`src/rtl/reg_file.sv`:
```
// Architectural register file with rename tags for a ROB-based out-of-order core.
// Operand lookup is combinational. It bypasses same-cycle commits and ROB-ready results.
module reg_file #(
  parameter int ROB_WIDTH_BIT = 5
) (
  input  logic                     clk_in,
  input  logic                     rst_in,
  input  logic                     rdy_in,
  input  logic                     clear_flag,
  input  logic [4:0]               write_reg_id,
  input  logic [31:0]              write_val,
  input  logic [ROB_WIDTH_BIT-1:0] write_ROB_id,
  input  logic [4:0]               new_reg_id,
  input  logic [ROB_WIDTH_BIT-1:0] new_ROB_id,
  input  logic [4:0]               rs1_reg,
  input  logic [4:0]               rs2_reg,
  output logic [31:0]              rs1_val,
  output logic [31:0]              rs2_val,
  output logic                     rs1_has_dep,
  output logic                     rs2_has_dep,
  output logic [ROB_WIDTH_BIT-1:0] rs1_dep,
  output logic [ROB_WIDTH_BIT-1:0] rs2_dep,
  output logic [ROB_WIDTH_BIT-1:0] rob_rs1_id,
  output logic [ROB_WIDTH_BIT-1:0] rob_rs2_id,
  input  logic                     rob_rs1_ready,
  input  logic                     rob_rs2_ready,
  input  logic [31:0]              rob_rs1_val,
  input  logic [31:0]              rob_rs2_val
);

  typedef struct packed {
    logic                     has_dep;
    logic [ROB_WIDTH_BIT-1:0] dep;
    logic [31:0]              val;
  } lookup_t;

  logic [31:0]              value_q [32];
  logic [ROB_WIDTH_BIT-1:0] tag_q   [32];
  logic [31:0]              busy_q;

  // Entry 0 is never written, so x0 stays at value 0, not busy, tag 0.
  always_ff @(posedge clk_in or negedge rst_in) begin
    if (!rst_in) begin
      busy_q <= '0;
      for (int i = 0; i < 32; i++) begin
        value_q[i] <= '0;
        tag_q[i]   <= '0;
      end
    end else if (rdy_in) begin
      for (int i = 1; i < 32; i++) begin
        if (write_reg_id == 5'(i))
          value_q[i] <= write_val;
        if (clear_flag) begin
          busy_q[i] <= 1'b0;
          tag_q[i]  <= '0;
        end else if (new_reg_id == 5'(i)) begin
          busy_q[i] <= 1'b1;
          tag_q[i]  <= new_ROB_id;
        end else if (write_reg_id == 5'(i) && tag_q[i] == write_ROB_id) begin
          busy_q[i] <= 1'b0;
        end
      end
    end
  end

  // Priority: x0, then stored value, then commit bypass, then ROB forward.
  function automatic lookup_t lookup(
    input logic [4:0]               rs,
    input logic                     busy,
    input logic [ROB_WIDTH_BIT-1:0] tag,
    input logic [31:0]              val,
    input logic                     commit_hit,
    input logic [31:0]              commit_val,
    input logic                     rob_ready,
    input logic [31:0]              rob_val
  );
    lookup_t r;
    r = '0;
    if (rs == 5'd0) begin
      r = '0;
    end else if (!busy) begin
      r.val = val;
    end else if (commit_hit) begin
      r.val = commit_val;
    end else if (rob_ready) begin
      r.val = rob_val;
    end else begin
      r.has_dep = 1'b1;
      r.dep     = tag;
    end
    return r;
  endfunction

  lookup_t lk1, lk2;
  logic    hit1, hit2;

  always_comb begin
    hit1 = (write_reg_id != 5'd0) && (write_ROB_id == tag_q[rs1_reg]);
    hit2 = (write_reg_id != 5'd0) && (write_ROB_id == tag_q[rs2_reg]);
    lk1  = lookup(rs1_reg, busy_q[rs1_reg], tag_q[rs1_reg], value_q[rs1_reg],
                  hit1, write_val, rob_rs1_ready, rob_rs1_val);
    lk2  = lookup(rs2_reg, busy_q[rs2_reg], tag_q[rs2_reg], value_q[rs2_reg],
                  hit2, write_val, rob_rs2_ready, rob_rs2_val);
    if (!rst_in) begin
      lk1 = '0;
      lk2 = '0;
    end
  end

  assign rs1_val     = lk1.val;
  assign rs1_has_dep = lk1.has_dep;
  assign rs1_dep     = lk1.dep;
  assign rs2_val     = lk2.val;
  assign rs2_has_dep = lk2.has_dep;
  assign rs2_dep     = lk2.dep;
  assign rob_rs1_id  = rst_in ? tag_q[rs1_reg] : '0;
  assign rob_rs2_id  = rst_in ? tag_q[rs2_reg] : '0;

endmodule

```
`config.mk`:
```
export PLATFORM = sky130hd
export DESIGN_NAME = reg_file
export DESIGN_NICKNAME = d
export VERILOG_FILES = /design/src/rtl/reg_file.sv
export SDC_FILE = /design/constraint.sdc
export NUM_CORES = 2
export LEC_CHECK = 0
export BUFFER_PORTS_ARGS = -buffer_cell sky130_fd_sc_hd__buf_2
export CORE_MARGIN = 2
export CORE_UTILIZATION = 60
export CTS_CLUSTER_SIZE = 20
export DETAILED_ROUTE_END_ITERATION = 7
export GPL_ROUTABILITY_DRIVEN = 0
export PLACE_DENSITY_LB_ADDON = 0.2
export RECOVER_POWER = 25
export SYNTH_ARGS = -nofsm -noshare
export SYNTH_HDL_FRONTEND = slang
export SYNTH_SLANG_ARGS = --single-unit
```
`constraint.sdc`:
```
create_clock -name clk_in -period 3.3 [get_ports clk_in]
set_input_delay 0.165 -clock clk_in [delete_from_list [all_inputs] [get_ports clk_in]]
set_output_delay 0.165 -clock clk_in [all_outputs]
set_load 0.1 [all_outputs]
```
==> flow_summary.json <==
{
  "cts_max_path_buffers": 3,
  "avgSynthCellArea_um2": 14.1,
  "pin_count": 218,
  "synthSimpleGateAreaFrac_pct": 3.82,
  "mostFrequentLayoutCells": "dfrtp_1, mux2_2, mux4_2",
  "grt_max_degree": 186,
  "critPathCaptureType": "output port",
  "dr_wl_met2_um": 99000,
  "grt_pass1_wl_um": 319000,
  "synth_top_family_by_area": "multiplexers",
  "async_flop_share_pct": 100,
  "vias": 46720,
  "worstMarginPinSlew_ns": 2.57,
  "cts.root.buffer_cell": "clkbuf_16",
  "first_pass_iters": 6,
  "path_depth": 12,
  "core_um2": 111000,
  "power_leakage_nw": 33.3,
  "synth_area_um2": 67300,
  "finalMaxSlewViolations": 468,
  "cts.clk_slew.worst_paths_ns": 0.06,
  "crit_family": "simple AND/OR/NAND/NOR gates",
  "regArea_um2": 29500,
  "wl_per_cell_um": 33.2,
  "final_common_cell": "dfrtp_1",
  "yosysWarnings": 38,
  "ant_nets": 0,
  "die_area_um2": 115000,
  "multi_input_comb_area_um2": 36600,
  "area_delta_synth_final_pct": 15.8,
  "grt_overflow": 0,
  "synth_xor_area_share_pct": 2.11,
  "tns_ns": -51.58,
  "drtIter0Drc": 5404,
  "synth_compound_area_share_pct": 4.53,
  "drc_errors": 0,
  "critPathRequiredTime_ns": 3.13,
  "final_hold_viol_count": 0,
  "synth_edf_count": 0,
  "cts_max_level": 3,
  "p_per_area_nw_per_um2": 579,
  "worstPathCellList": "mux4_2 > nor2_1 > nor4_1 > a21oi_2 > xnor2_2 > nor4_4 > buf_4 > buf_12 > buf_12 > and3_1 > o31a_1 > buf_12",
  "outcome": "finished, violations left",
  "wl_met3_um": 23900,
  "stdcell_area_um2": 78000,
  "path_buf_inv": 4,
  "whs_ns": 0.0755,
  "die_h_um": 339,
  "drive_gt1_share_pct": 52.7,
  "grt_antenna_before_repair": 6,
  "fin_skew_ns": 0.0210,
  "cts_tree": "done",
  "synthFlopType": "dfrtp_1",
  "vdd_drop_max_mv": 0.521,
  "whs_path_depth": 2,
  "nets": 5043,
  "hold_path.class": "input pin to register",
  "synthDistinctLibCells": 63,
  "yosysSeqAreaShare_pct": 43.8,
  "grt_pass1_vias": 48233,
  "fmax_ghz": 0.244,
  "hpwlAfterDp_um": 129000,
  "rows": 122,
  "r2r_cells": 5,
  "top_layer": "met5",
  "cp_slowest_cell": "mux4_2",
  "crit_path_max_incr_delay_ns": 0.51,
  "clock_latency_ns": 0.74,
  "fillers": 7286,
  "cp-start-kind": "register",
  "setup_viol": 76,
  "syn_inst": 4761,
  "worstPathArrival_ns": 3.93,
  "cpMostUsedCell": "buf_12",
  "cts_buffers": 121,
  "syn_nets": 4893,
  "fin_crit_sh_pct": 124,
  "synthAdderAreaFrac_pct": 0,
  "avgViaCountPerCell": 7.19,
  "drt-total-wl_um": 216000,
  "violations": "capacitance limit, slew limit, setup timing",
  "cp_max_fo": 6,
  "initial_core_util_pct": 60.7,
  "ys_seq_elements": 1178,
  "fin_crit_ns": 4.10,
  "critPathKind": "register to output port",
  "grt_use_total_pct": 37.5,
  "max_cap_viol_count": 14,
  "synth_mux_area_share_pct": 42.4,
  "portBuffers": 217,
  "worst_slack_ns": -0.798,
  "fp.dieW_um": 339,
  "rsz0062_at_grt": "true",
  "cts.sinks": 1178,
  "wl_met1_um": 80200,
  "postPlaceCellArea_um2": 72900,
  "max_slew_margin_pct": -71.1
}
cell type report:
cell class                 instances  share of cell area [%]
inverter                           7                  0.0481
timing repair buffer             546                    7.54
clock buffer                     173                    4.48
tap                             1488                    2.39
antenna                            5                  0.0160
sequential                      1178                    37.8
clock inverter                    47                   0.745
multi-input combinational       3057                    47.0
report_power, final:
part | total [mW] | switching [mW] | internal [mW]
logic | 11.8 | 5.30 | 6.48
registers | 19.2 | 2.12 | 17.1
clock network | 14.2 | 6.00 | 8.19
total | 45.2 | 13.4 | 31.7
per-stage QoR:
step | utilization (%) | setup WS [ns] | total power [mW] | cells
after floorplan | - | -0.465 | 26.8 | 4761
after global placement | 65.7 | -0.136 | 30.1 | 6216
after detailed placement | 65.7 | -0.193 | 30.6 | 6216
after CTS | 70.1 | -0.704 | 44.9 | 6482
after global routing | 70.3 | -0.831 | 46.8 | 6498
final | 70.3 | -0.798 | 45.2 | 6501
cell families after synthesis:
kind of cell	after synthesis
AOI/OAI and AO/OA	484
DFF	1178
and+or+nand+nor	511
muxes	1900
xor gates and xnor gates	162
buffers and inverters	526
flip-flops by register name, summed over array words and instances, names as in the netlist:
signal and cells:
busy_q 31, tag_q 155, value_q 992
worst paths after layout:
path	from	to	slack [ns]
setup / recovery	tag_q[54]$_DFFE_PN0P_	rs1_val[1]	-0.80
hold / removal	write_val[0]	value_q[480]$_DFFE_PN0P_	0.08
setup reg to reg	tag_q[32]$_DFFE_PN0P_	busy_q[25]$_DFFE_PN0P_	1.60
hold reg to reg	busy_q[24]$_DFFE_PN0P_	busy_q[24]$_DFFE_PN0P_	0.51
max in group asynchronous	rst_in	value_q[264]$_DFFE_PN0P_	0.33
min in group asynchronous	rst_in	value_q[540]$_DFFE_PN0P_	0.30
worst register-to-register path: stages (launching register included):
cell and delay (ns):
dfrtp_1 0.44, xor2_1 0.19, nor3_1 0.38, nand4_1 0.19
a211oi_1 0.30, a31o_2 0.14
metal layers:
metal | global-route usage [%] | vias to the layer above
li1 | - | 18557
met1 | 50.0 | 24566
met2 | 57.3 | 2898
met3 | 10.1 | 697
met4 | 18.8 | 2
met5 | 0 | -
synth_stat cells, types with 33 or more instances:
cell type | count | area share [%]
dfrtp_1 | 1178 | 44
a21oi_1 | 147 | 1.1
xor2_1 | 96 | 1.2
mux2i_1 | 134 | 2.0
nand2_1 | 202 | 1.1
o21ai_0 | 136 | 1.0
buf_2 | 110 | 0.82
mux2_2 | 1117 | 19
buf_1 | 48 | 0.27
mux4_2 | 645 | 22
a22o_1 | 34 | 0.44
nor2b_1 | 43 | 0.40
clkbuf_1 | 334 | 1.9
nand3b_1 | 33 | 0.37
xnor2_1 | 66 | 0.86
nor2_1 | 63 | 0.35
repair_timing:
| action | in CTS | in global routing |
|---|---|---|
| cloned | 3 | 5 |
| endpoints found under the hold margin | 287 | 0 |
| setup endpoints to repair | 76 | 76 |
| buffers inserted | 38 | 14 |
| gates resized for setup | 82 | 80 |
| hold buffers | 5 | 0 |
| pin swaps | 40 | 64 |
No activity file was read; power rests on OpenSTA's default activity.
